==> src/rtl/spi_sample_streamer.sv <==
// -----------------------------------------------------------------------------
// spi_sample_streamer
//
// Sample-buffering front end for the SPI peripheral. ADC samples are queued in
// a small circular FIFO. Each SPI frame returns three bytes on MISO:
//   status {OVERFLOW, min(FIFO_COUNT,127)}, sample high byte, sample low byte.
// The first MOSI byte of a frame is a command that runs when chip select rises,
// and only if the frame carried at least three bytes:
//   0xA5 pops the sample that was sent, 0x5A flushes the FIFO, others are ignored.
//
// Ports
//   sys_clk       system clock, shared with the SPI peripheral
//   sys_rst_n     synchronous active-low reset
//   SAMPLE_IN     ADC sample, zero-extended to 16 bits for transmission
//   SAMPLE_VALID  one-cycle push strobe for SAMPLE_IN
//   CSN_PAD       raw chip select, the same net the peripheral samples
//   RX_DONE       one-cycle byte-complete strobe from the peripheral
//   RX_DATA       received MOSI byte, valid while RX_DONE=1
//   D_TO_SEND     registered byte the peripheral will shift out next
//   FIFO_COUNT    current fill level, 0..2**DEPTH_LOG2
//   OVERFLOW      sticky: a push was dropped because the FIFO was full
// -----------------------------------------------------------------------------
module spi_sample_streamer #(
  parameter int SAMPLE_W   = 12,
  parameter int DEPTH_LOG2 = 4,
  parameter int BYTE_W     = 8
) (
  input  logic                sys_clk,
  input  logic                sys_rst_n,
  input  logic [SAMPLE_W-1:0] SAMPLE_IN,
  input  logic                SAMPLE_VALID,
  input  logic                CSN_PAD,
  input  logic                RX_DONE,
  input  logic [BYTE_W-1:0]   RX_DATA,
  output logic [BYTE_W-1:0]   D_TO_SEND,
  output logic [DEPTH_LOG2:0] FIFO_COUNT,
  output logic                OVERFLOW
);

  localparam int DEPTH = 1 << DEPTH_LOG2;

  localparam logic [2:0] ST_RESYNC = 3'd0;
  localparam logic [2:0] ST_IDLE   = 3'd1;
  localparam logic [2:0] ST_BYTE0  = 3'd2;
  localparam logic [2:0] ST_BYTE1  = 3'd3;
  localparam logic [2:0] ST_BYTE2  = 3'd4;
  localparam logic [2:0] ST_TAIL   = 3'd5;

  localparam logic [BYTE_W-1:0] CMD_POP   = 8'hA5;
  localparam logic [BYTE_W-1:0] CMD_FLUSH = 8'h5A;

  // Status byte: sticky overflow flag over the fill level clamped to 7 bits.
  function automatic logic [7:0] status_byte(input logic ovf,
                                             input logic [DEPTH_LOG2:0] cnt);
    logic [7:0] c8;
    logic [7:0] res;
    c8 = 8'(cnt);
    if (c8 > 8'd127) res = {ovf, 7'd127};
    else             res = {ovf, c8[6:0]};
    return res;
  endfunction

  // FIFO storage and control
  logic [SAMPLE_W-1:0]   r_mem [0:DEPTH-1];
  logic [DEPTH_LOG2-1:0] r_rd_ptr;
  logic [DEPTH_LOG2-1:0] r_wr_ptr;
  logic [DEPTH_LOG2:0]   r_count;
  logic                  r_overflow;

  // Frame control
  logic [2:0]            r_state;
  logic [BYTE_W-1:0]     r_d_to_send;
  logic [BYTE_W-1:0]     r_cmd;
  logic [1:0]            r_byte_cnt;
  logic [15:0]           r_snap;
  logic                  r_snap_valid;

  logic                  w_full;
  logic                  w_empty;
  logic                  w_in_frame;
  logic                  w_frame_end;
  logic                  w_complete;
  logic                  w_flush;
  logic                  w_pop;
  logic                  w_push;
  logic                  w_drop;
  logic [15:0]           w_head;
  logic [7:0]            w_status;

  // The count never exceeds DEPTH, so its MSB alone marks the full state.
  assign w_full   = r_count[DEPTH_LOG2];
  assign w_empty  = (r_count == '0);
  assign w_head   = w_empty ? 16'h0000 : 16'(r_mem[r_rd_ptr]);
  assign w_status = status_byte(r_overflow, r_count);

  assign w_in_frame  = (r_state != ST_RESYNC) && (r_state != ST_IDLE);
  assign w_frame_end = w_in_frame && CSN_PAD;
  // The byte counter saturates at 3; reaching it means a full frame arrived.
  assign w_complete  = (r_byte_cnt == 2'd3);

  assign w_flush = w_frame_end && w_complete && (r_cmd == CMD_FLUSH);
  // The snapped sample is still the oldest entry, so popping the head removes
  // exactly the sample that went out on MISO.
  assign w_pop   = w_frame_end && w_complete && (r_cmd == CMD_POP) &&
                   r_snap_valid && !w_empty;
  // A push that coincides with a flush is discarded rather than kept.
  assign w_push  = sys_rst_n && SAMPLE_VALID && !w_full && !w_flush;
  assign w_drop  = SAMPLE_VALID && w_full && !w_flush;

  // FIFO pointers, fill level and overflow flag
  always_ff @(posedge sys_clk) begin
    if (!sys_rst_n) begin
      r_rd_ptr   <= '0;
      r_wr_ptr   <= '0;
      r_count    <= '0;
      r_overflow <= 1'b0;
    end else if (w_flush) begin
      r_rd_ptr   <= '0;
      r_wr_ptr   <= '0;
      r_count    <= '0;
      r_overflow <= 1'b0;
    end else begin
      if (w_push) r_wr_ptr <= r_wr_ptr + 1'b1;
      if (w_pop)  r_rd_ptr <= r_rd_ptr + 1'b1;
      case ({w_push, w_pop})
        2'b10:   r_count <= r_count + 1'b1;
        2'b01:   r_count <= r_count - 1'b1;
        default: r_count <= r_count;
      endcase
      if (w_drop) r_overflow <= 1'b1;
    end
  end

  // Sample storage (data path, no reset)
  always_ff @(posedge sys_clk) begin
    if (w_push) r_mem[r_wr_ptr] <= SAMPLE_IN;
  end

  // Head snapshot taken at frame start; later pushes cannot disturb it.
  always_ff @(posedge sys_clk) begin
    if ((r_state == ST_IDLE) && !CSN_PAD) r_snap <= w_head;
  end

  // Frame FSM. D_TO_SEND always holds the byte for the next transfer: the
  // peripheral samples it on the CSN fall cycle and on every RX_DONE cycle,
  // and we replace it on the edge right after.
  always_ff @(posedge sys_clk) begin
    if (!sys_rst_n) begin
      r_state      <= ST_RESYNC;
      r_d_to_send  <= '0;
      r_cmd        <= '0;
      r_byte_cnt   <= 2'd0;
      r_snap_valid <= 1'b0;
    end else begin
      case (r_state)
        ST_RESYNC: begin
          // Wait out any frame already in progress before trusting byte timing.
          r_d_to_send <= w_status;
          if (CSN_PAD) r_state <= ST_IDLE;
        end
        ST_IDLE: begin
          if (!CSN_PAD) begin
            r_snap_valid <= !w_empty;
            r_d_to_send  <= w_head[15:8];
            r_byte_cnt   <= 2'd0;
            r_state      <= ST_BYTE0;
          end else begin
            r_d_to_send  <= w_status;
          end
        end
        default: begin
          if (CSN_PAD) begin
            r_d_to_send <= w_status;
            r_state     <= ST_IDLE;
          end else if (RX_DONE) begin
            if (r_byte_cnt != 2'd3) r_byte_cnt <= r_byte_cnt + 2'd1;
            case (r_state)
              ST_BYTE0: begin
                r_cmd       <= RX_DATA;
                r_d_to_send <= r_snap[7:0];
                r_state     <= ST_BYTE1;
              end
              ST_BYTE1: begin
                r_d_to_send <= '0;
                r_state     <= ST_BYTE2;
              end
              ST_BYTE2: begin
                r_d_to_send <= '0;
                r_state     <= ST_TAIL;
              end
              default: begin
                r_d_to_send <= '0;
                r_state     <= ST_TAIL;
              end
            endcase
          end
        end
      endcase
    end
  end

  assign D_TO_SEND  = r_d_to_send;
  assign FIFO_COUNT = r_count;
  assign OVERFLOW   = r_overflow;

endmodule

==> config.mk <==
export PLATFORM = sky130hd
export DESIGN_NAME = spi_sample_streamer
export DESIGN_NICKNAME = d
export VERILOG_FILES = /design/src/rtl/spi_sample_streamer.sv
export SDC_FILE = /design/constraint.sdc
export NUM_CORES = 1
export LEC_CHECK = 0
export CAP_MARGIN = 30
export CORE_ASPECT_RATIO = 0.75
export CORE_MARGIN = 4
export CORE_UTILIZATION = 60
export DETAILED_ROUTE_END_ITERATION = 6
export PLACE_DENSITY_LB_ADDON = 0.12
export SYNTH_ARGS = -nofsm -noshare
export SYNTH_HDL_FRONTEND = slang
export SYNTH_SLANG_ARGS = --single-unit
==> constraint.sdc <==
create_clock -name sys_clk -period 4.05 [get_ports sys_clk]
set_input_delay 0.81 -clock sys_clk [delete_from_list [all_inputs] [get_ports sys_clk]]
set_output_delay 0.81 -clock sys_clk [all_outputs]
set_load 0.05 [all_outputs]
==> Word level (Yosys, flattened, before mapping) <==
Memory sizes are Yosys's and may differ from the RTL's. A register that Yosys moved wholly into a read port is not among the register bits.
Index checks and enable logic that the tools add are counted.
{ "totals": {"out_inout_bits": 14, "ramBits": 192, "ff_bits": 44, "n_memories": 1, "word_cells": 85} }
{ "op_classes": {"mux": 22, "n_addsub": 5, "bitwise": 4, "n_eq_ne": 12, "n_reduce_logical": 31} }
{ "memory_table": {"columns": ["memory", "words", "word_bits", "read_ports", "rd_clocked_by_memory_dff", "write_ports", "line_no", "rtl"], "rows": [
  ["r_mem", 16, 12, 1, 1, 1, "64", "logic [SAMPLE_W-1:0] r_mem [0:DEPTH-1];"]
]} }
{ "ops": {"columns": ["cell", "count"], "rows": [
  ["$mux W8", 4],
  ["$pmux W8 S2", 1],
  ["$logic_and A1 B1 Y1", 13],
  ["$mux W12", 1],
  ["$mux W3", 4],
  ["$pmux W3 S2", 2],
  ["$pmux W5 S2", 1],
  ["$add A4 B1 Y4 const B", 2],
  ["$eq A8 B7 Y1 const B", 1],
  ["$eq A8 B8 Y1 const B", 1],
  ["$mux W2", 4],
  ["$mux W4", 2],
  ["$reduce_and A4 Y1", 2],
  ["$eq A3 B2 Y1 const B", 2],
  ["$ne A2 B2 Y1 const B", 3],
  ["$reduce_bool A2 Y1", 3],
  ["$reduce_bool A3 Y1", 2],
  ["$add A5 B1 Y5 const B", 1],
  ["$logic_not A5 Y1", 1],
  ["$sub A5 B1 Y5 const B", 1],
  ["$eq A2 B2 Y1 const B", 2],
  ["$logic_not A1 Y1", 4],
  ["$not A1 Y1", 4],
  ["$pmux W2 S2", 1],
  ["other kinds (10)", 12]
]} }

==> Logic depth before layout (Yosys ltp) <==
Gate-level depths: netlist of run 1.
{ "depth": {"ltp_word": 9, "mapped_depth": 14} }

==> Worst setup path before layout of run 1 <==
Ideal clock, no wire load.
{ "synth_timing": {"path_kind": "input -> register", "start": "input CSN_PAD", "end": "register r_count[4], in the netlist FIFO_COUNT[4]", "path_buffers": 3, "arrival_time_ns": 3.317, "slack_ns": 0.659, "setup_ns": 0.074, "path_stages": 14, "path_cell_list": "buf_6 o211ai_4 or4_1 buf_2 nor2_4 ha_1 clkbuf_1 xor2_1 ha_1 nor2_1 nand3_1 a21o_1 or2_2 a31oi_1"} }
{ "synth_between": {"elab_chain_len": 7} }
{ "synth_rtl": {"columns": ["element", "line_no", "rtl"], "rows": [
  ["from (decl)", "32", "input logic CSN_PAD,"],
  ["$logic_and A1 B1 Y1 (*)", "97", "assign w_frame_end = w_in_frame && CSN_PAD;"],
  ["$logic_and A1 B1 Y1 (*) (3 in a row)", "104", "assign w_pop = w_frame_end && w_complete && (r_cmd == CMD_POP) &&"],
  ["$logic_and A1 B1 Y1 (*)", "105", "r_snap_valid && !w_empty;"],
  ["net w_pop", "84", "logic w_pop;"],
  ["$eq A2 B1 Y1 or $eq A2 B2 Y1 (tied branches)", "125", "case ({w_push, w_pop})"],
  ["$pmux W5 S2 or $reduce_bool A2 Y1 (tied branches)", null, null],
  ["to (signal assigned)", "126", "2'b10: r_count <= r_count + 1'b1;"],
  ["to (signal assigned)", "127", "2'b01: r_count <= r_count - 1'b1;"],
  ["to (signal assigned)", "128", "default: r_count <= r_count;"],
  ["to (decl)", "67", "logic [DEPTH_LOG2:0] r_count;"]
]} }
The timed path passes the listed nets; every way through them passes the cells marked *.
A chain may end at the register's enable or synchronous reset.

==> Worst setup path after layout of run 1 <==
Same ends and word-level chain as after synthesis.

==> results.txt, run 1 <==
----------------------------------------------------
[Run status]
  Outcome ... finished, final reports clean

[Detailed routing]
  Initial DRC count ... around 470
  Remaining antenna violation count ... 0
  Routed wire length ... between 20 and 25 mm
  Vias after detailed routing ... 5,245
  Ratio of routed vias to standard cells ... 6.266
  Remaining DRCs ... 0
  First-pass detailed-route iteration total ... 6
  WL per Instance ... around 24 µm

[Floorplanning]
  X dimension of the die ... 154.7 µm
  Die outline area ... around 18,000 µm²
  Vertical extent of the die ... between 100 and 150 µm
  Starting Density ... 62.39%
  Core Area ... between 15,000 and 20,000 µm²
  Num rows ... 39
  Ports ... 39

[Place]
  Placed instance area ... roughly 10,000 µm²
  Port buffer count ... 38
  Routability cong. ... around 0.84
  Dpl hpwl ... 12.67 mm
  Total instance count after detailed placement ... 796
  Post-Place Setup Slack ... about 0.38 ns

[Clock network]
  Clock network latency to the later pin of the worst-skew pair ... a little over 0.5 ns
  Number of H-tree levels ... 1
  Sink Count ... 240
  Master cell of the clock root buffer ... clkbuf_16
  Total clock buffers created by CTS ... 23
  CTS tree ... yes
  CTS Hold Buffers Added ... 0
  Total setup buffers inserted after CTS ... 0
  Maximum number of buffers from clock root to sink ... 3
  Reg clk slew, reported paths ... approximately 0.060 ns
  Post_cts resized ... 0

[Worst setup path]
  Flop-to-flop setup slack ... between 1 and 1.5 ns
  CP Capture Type ... flop
  Required arrival time at the worst endpoint ... 4.49 ns
  Path type of the worst setup path ... in -> reg
  Stages on the worst setup path ... 11
  Worst EP arrival ... about 3.6 ns
  Cell with the largest stage delay on the worst path ... or4_1
  Delay of the slowest critical-path stage ... around 0.62 ns
  Critical path buffers and inverters ... 1
  Biggest fanout along the worst timing path ... 6
  Series of cell instances along the critical path ... clkdlybuf4s50_1 > o211ai_4 > or4_1 > nor2_4 > ha_1 > xor2_1 > ha_1 > nand4b_1 > a21o_1 > or2_2 > a31oi_1
  Top cell family by delay on the critical path ... simple AND/OR/NAND/NOR gates
  Crit path launch type ... primary input
  Most frequent cell on the critical path ... ha_1
  Depth of the worst register-to-register path ... 11

[Synthesis]
  Syn Area/Cell ... about 17 µm²
  Leading register cell type out of synthesis ... edfxtp_1
  Yosys warnings ... 0
  Number of distinct library cells after synthesis ... 53
  Proportion of register bits with asynchronous set or reset after synthesis ... 0%
  Nets in the synthesized netlist ... about 590
  Post-synth EDFFs ... 200
  Total standard cell area after synthesis ... 9681 µm²
  Number of storage elements in the synthesis netlist ... 240
  Number of instances in the synthesized netlist ... 560
  Sequential fraction of the synthesis area ... 70.31%

[Power and ir drop]
  Maximum VDD drop ... between 300 and 400 µV
  Power Dens Cells ... around 450 nW/µm²
  Static leakage ... between 3 and 4 nW

[Timing]
  Accumulated negative setup slack ... 0 ns
  Endpoints failing hold ... 0
  Relative slew margins ... between 40% and 50%
  Maximum clock rate ... about 320 MHz
  Final setup violation count ... 0
  Number of pins exceeding their max-slew limit in the final report ... 0
  Setup repair after global routing missed its margin ... no
  Least-Margin Pin Slew ... 0.8908 ns
  Crit share post-route ... about four fifths
  Crit path time final ... approximately 3.2 ns
  Slack of the critical path ... 0.8782 ns
  Largest clock skew in the final design ... between 0.01 and 0.015 ns

[GRT]
  Largest net degree at the start of global routing ... between 40 and 50
  Global-route wire length before repair ... 31.31 mm
  Via count of the first global-routing pass ... about 5.3k
  Congestion Overflow GR ... 0
  Initial antenna violation count ... 0
  GRT Util Overall ... approximately 22%

[Final layout]
  Area growth from synthesis to layout ... 14.99%
  Fin cells ... 837
  Fraction of the core area covered by cells at the end of the flow ... a little under three quarters
  Number of inserted diodes ... 0
  Area of all placed cells without fillers ... approximately 11,000 µm²
  Storage cell area ... between 6000 and 7000 µm²
  Area of the multi-input gates ... around 2700 µm²
  Total of fill cells in the finished design ... 995
  Layout cell share with drive strength beyond 1 ... between 20 and 25%
  Nets ... 649

[Hold path]
  Type of the most critical hold path ... reg -> reg
  Hold Path Cell Cnt ... 2

[Run]
  Max-Cap Viols ... 0

----------------------------------------------------
## cell usage after synthesis, types with 5 or more instances
master / instances / share of area [%]
nand4_1: 6 / 0.39
dfxtp_1: 40 / 8.3
inv_1: 6 / 0.23
xnor2_1: 5 / 0.45
clkbuf_1: 15 / 0.58
nor2_1: 40 / 1.6
edfxtp_1: 200 / 62
ha_1: 8 / 1.0
buf_2: 9 / 0.47
nand2b_1: 6 / 0.39
nor3_1: 8 / 0.41
a21boi_0: 13 / 1.0
nor2b_1: 14 / 0.90
nand3_1: 22 / 1.1
nand2_1: 37 / 1.4
mux4_2: 56 / 13
## cells in the final DEF, fill, tap and decap left out, types with 3 or more instances in the layout
cell type        instances
nand2_1                 37
a21boi_0                13
a31oi_1                  4
nor3_2                   5
clkbuf_16               23
clkinv_1                 3
clkbuf_1                 7
ha_1                     8
nand4_1                  6
nand2b_1                 6
nor2_1                  40
nor2b_1                 14
nand3_1                 22
mux2i_1                  4
clkinvlp_4               3
dfxtp_1                 38
edfxtp_1               200
inv_1                    6
clkdlybuf4s50_1         38
bufinv_16                3
a221o_1                  4
mux4_2                  56
a21oi_1                  4
a22oi_1                  4
buf_4                   24
xnor2_1                  5
o211ai_1                 4
nor3_1                   4
xor2_1                   4
## state kept, by name, indices dropped and copies added, names as in the netlist, named ones only
signal        flops
r_mem           192
D_TO_SEND         8
r_cmd             8
r_snap            8
FIFO_COUNT        5
r_rd_ptr          4
r_wr_ptr          4
r_state           3
r_byte_cnt        2
OVERFLOW          1
r_snap_valid      1
## cell families (layout without fill, tap and decap cells)
logic type               Yosys count  in the layout  share of synthesized area, %
adder cells (fa/ha/maj)            8              8                         1.034
flip-flops                       240            240                         70.31
AO/OA/AOI/OAI                     47             47                         3.890
multiplexers                      60             60                         13.44
XOR/XNOR                           9              9                        0.8142
AND/OR/NAND/NOR                  158            158                         8.569
buffers and inverters             38            110                         1.939
## power by group
part	internal [W]	switching [W]	total [W]
logic	0.0000659	0.000103	0.000169
registers	0.00270	0.0000166	0.00271
clock network	0.00125	0.000885	0.00214
total	0.00402	0.00100	0.00502
## path summary, 6_finish.rpt
path                                    start             to
worst min-delay path                 r_cmd[3]       r_cmd[3]
worst min register to register       r_cmd[3]       r_cmd[3]
worst max-delay path                  CSN_PAD  FIFO_COUNT[4]
worst max register to register  r_byte_cnt[0]  FIFO_COUNT[4]
## per-layer routing
| layer | global-route usage [%] | wire length [µm] |
|---|---|---|
| met4 | 3.696 | 259 |
| met5 | 0 | 0 |
| met2 | 36.18 | 9953 |
| met3 | 4.226 | 1299 |
| met1 | 32.88 | 8697 |
## through the flow
step	hold WS (ns)	total power [W]
final	0.4821	0.005020
after global routing	0.5084	0.005187
after CTS	0.4856	0.005054
after detailed placement	0.4754	0.002933
after global placement	0.4643	0.002926
after floorplan	0.4463	0.002846
## worst min-delay path, stage by stage, from the launching register on
cell and delay, ns:
dfxtp_1 0.32, nand2_1 0.05, a21boi_0 0.06
## area by class of cell
class	count	share of cell area (%)
Sequential cell	240	61.19
Multi-Input combinational cell	282	24.31
Clock buffer	30	5.406
Timing Repair Buffer	63	5.215
Tap cell	205	2.304
Clock inverter	11	1.371
Inverter	6	0.2023
(Power assumes the default switching activity.)
==> run 2: changes to the inputs <==
CORE_UTILIZATION = 54   (was 60)
clock period = 2.8 ns   (was 4.05 ns; I/O delays follow)
==> run 2 against run 1 <==
Die area increased by 10%. Setup slack got worse by 0.70 ns. Final cell count increased by 7.0%. Worst hold slack got worse by 0.016 ns. Critical path type unchanged. Critical endpoint unchanged. Largest power group unchanged. Highest routed layer unchanged.
==> results.txt, run 2 (synthesis results as in run 1) <==
----------------------------------------------------
[Floorplanning]
  Core Area ... 17,600 µm² (+13%)
  Num rows ... 42 (+7.7%)
  Die outline area ... 20,160 µm² (+10%)
  Ports ... 39 (unchanged)
  Vertical extent of the die ... 124.0 µm (+5.0%)
  X dimension of the die ... 162.6 µm (+5.1%)
  Starting Density ... 54.99% (-7.4 points)

[Final layout]
  Layout cell share with drive strength beyond 1 ... 23.85% (+3.1 points)
  Leading cell type in the layout, fill and taps excluded ... edfxtp_1
  Number of inserted diodes ... 0 (unchanged)
  Largest register FFs ... 192 (unchanged)
  Register containing the most flip-flops in the final layout ... r_mem
  Commonest cells after routing, fill and taps aside ... edfxtp_1, mux4_2, buf_4
  Nets ... 671 (+3.4%)
  Area growth from synthesis to layout ... 17.13%

[Worst setup path]
  Worst EP arrival ... 3.05 ns (-0.56 ns)
  Most frequent cell on the critical path ... ha_2
  Required arrival time at the worst endpoint ... 3.23 ns (-1.26 ns)
  Top cell family by delay on the critical path ... simple AND/OR/NAND/NOR gates
  Delay of the slowest critical-path stage ... 0.55 ns (-0.07 ns)
  Cell with the largest stage delay on the worst path ... clkdlybuf4s50_1
  CP Capture Type ... flop
  Series of cell instances along the critical path ... clkdlybuf4s50_1 > o211ai_4 > or4_4 > nor2_4 > ha_2 > xor2_1 > ha_2 > nand4b_1 > a21o_1 > or2_4 > a31oi_1
  Biggest fanout along the worst timing path ... 6 (unchanged)
  Critical path buffers and inverters ... 1 (unchanged)
  Crit path launch type ... primary input
  Path type of the worst setup path ... in -> reg

[Timing]
  Number of pins exceeding their max-slew limit in the final report ... 0 (unchanged)
  Maximum clock rate ... about 380 MHz
  Relative slew margins ... 49.07% (+8.5 points)
  Least-Margin Pin Slew ... 0.7629 ns (-0.1278 ns)
  Accumulated negative setup slack ... 0 ns (unchanged)
  Crit share post-route ... about 94%
  Slack of the critical path ... 0.1811 ns (-0.6971 ns)
  Largest clock skew in the final design ... 0.01455 ns (+0.004514 ns)
  Worst hold slack after final layout ... 0.4661 ns (-0.01602 ns)
  Endpoints failing hold ... 0 (unchanged)
  Setup repair after global routing missed its margin ... no
  Final setup violation count ... 0 (unchanged)
  Crit path time final ... about 2.6 ns

[Power and ir drop]
  Power share of the combinational group ... 3.6% (+0.2 points)
  Sw power ... 0.001386 W (+38%)
  Internal power ... 0.005599 W (+39%)
  Power Dens Cells ... 616.0 nW/µm² (+37%)
  Maximum VDD drop ... 433.7 µV (+22%)
  Switching Share ... 19.84% (-0.17 points)
  Sequential share of power ... 56.2% (+2.2 points)
  Static leakage ... 3.613 nW (+2.7%)
  Clock network fraction of total power ... 40.3% (-2.3 points)

[Clock network]
  Number of H-tree levels ... 1 (unchanged)
  Reg clk slew, reported paths ... 0.06 ns (about the same)
  Sink Count ... 240 (unchanged)
  Master cell of the clock root buffer ... clkbuf_16
  CTS tree ... yes
  CTS Hold Buffers Added ... 0 (unchanged)
  Clock network latency to the later pin of the worst-skew pair ... 0.51 ns (about the same)
  Total clock buffers created by CTS ... 23 (unchanged)
  Total setup buffers inserted after CTS ... 0 (unchanged)
  Maximum number of buffers from clock root to sink ... 3 (unchanged)

[Detailed routing]
  Remaining DRCs ... 0 (unchanged)
  Detailed-routed wire length on met2 ... 9.502 mm (-4.5%)
  First-pass detailed-route iteration total ... 5 (-1)
  Initial DRC count ... 446 (-4.3%)
  WL per Instance ... 22.26 µm (-7.8%)
  Routed wire length ... 19.95 mm (-1.3%)
  Remaining antenna violation count ... 0 (unchanged)
  Ratio of routed vias to standard cells ... 5.826 (-7.0%)
  Met1 layer wirelength in the final routing ... 9.064 mm (+4.2%)
  Highest layer used for signal routing ... met4
  Met3 wire length ... 1.072 mm (-17%)
  Vias after detailed routing ... 5,220 (-0.48%)

[Place]
  Port buffer count ... 38 (unchanged)
  Routability cong. ... 0.9009 (+6.8%)
  Dpl hpwl ... 13.11 mm (+3.5%)
  Post-Place Setup Slack ... -0.3450 ns (-0.7292 ns)

[GRT]
  Congestion Overflow GR ... 0 (unchanged)
  Initial antenna violation count ... 0 (unchanged)
  GRT Util Overall ... 20.33% (-2.1 points)
  Global-route wire length before repair ... 30.62 mm (-2.2%)
  Largest net degree at the start of global routing ... 24 (-41%)
  Via count of the first global-routing pass ... 5,200 (-1.9%)

[Run]
  Max-Cap Viols ... 0 (unchanged)

[Run status]
  Outcome ... finished, final reports clean

[Hold path]
  Type of the most critical hold path ... reg -> reg

----------------------------------------------------
## run 2: cell count changes in the layout (fill, tap and decap cells not counted), sizes merged
cell,before,now
buf,25,47
bufinv,3,1
clkbuf,30,29
clkinv,3,9
clkinvlp,3,1
inv,8,7
## run 2: metrics by stage
| step | total power [W] | cells | utilization, % | instance area, µm² |
|---|---|---|---|---|
| after detailed placement | 0.004249 | 855 | 60.48 | 10650 |
| after global routing | 0.007207 | 896 | 64.41 | 11340 |
| after global placement | 0.004239 | 855 | 60.48 | 10650 |
| final | 0.006985 | 896 | 64.41 | 11340 |
| after CTS | 0.007040 | 896 | 64.31 | 11320 |
| after floorplan | 0.004117 | 560 | - | 9708 |
## run 2: metal layers
layer  vias to the layer above  GRT usage [%]
met5                         -              0
met4                         0          4.086
met3                        24          2.779
met2                       159          32.49
met1                      2667          30.83
li1                       2370              -
## run 2: worst paths after layout
path | startpoint | to | slack [ns] | cells after the start
max | CSN_PAD | FIFO_COUNT[4] | 0.18 | 11
min | D_TO_SEND[4] | D_TO_SEND[4] | 0.47 | 2
max reg2reg | r_cmd[7] | FIFO_COUNT[4] | 0.21 | 11
min reg2reg | D_TO_SEND[4] | D_TO_SEND[4] | 0.47 | 2
## run 2: area by class of cell
type | instances | area [µm²]
Fill cell | 1255 | 6266
Clock buffer | 29 | 598.1
Sequential cell | 240 | 6814
Timing Repair Buffer | 85 | 795.8
Inverter | 6 | 22.52
Multi-Input combinational cell | 282 | 2728
Tap cell | 242 | 302.8
Clock inverter | 12 | 77.57
## run 2: worst reg2reg max path, cell delays in order, from the launching register on
cell      delay (ns)
dfxtp_1         0.34
or4bb_4         0.56
o31ai_4         0.24
nor2_1          0.08
inv_1           0.06
ha_2            0.18
xor2_1          0.16
ha_2            0.24
nand4b_1        0.11
a21o_1          0.21
or2_4           0.22
a31oi_1         0.12
## run 2: power by group through the flow
stage	logic [W]	registers, W	clock network (W)
final	0.000248	0.00392	0.00281
after global routing	0.000271	0.00393	0.00301
after CTS	0.000249	0.00392	0.00287
after detailed placement	0.000248	0.00400	0
after global placement	0.000241	0.00400	0
after floorplan	0.000111	0.00401	0
## run 2: repair_timing
item | in CTS | in global routing
endpoints found under the hold margin | 0 | 0
endpoints found under the setup margin | 0 | 2
gates resized for setup | 0 | 6
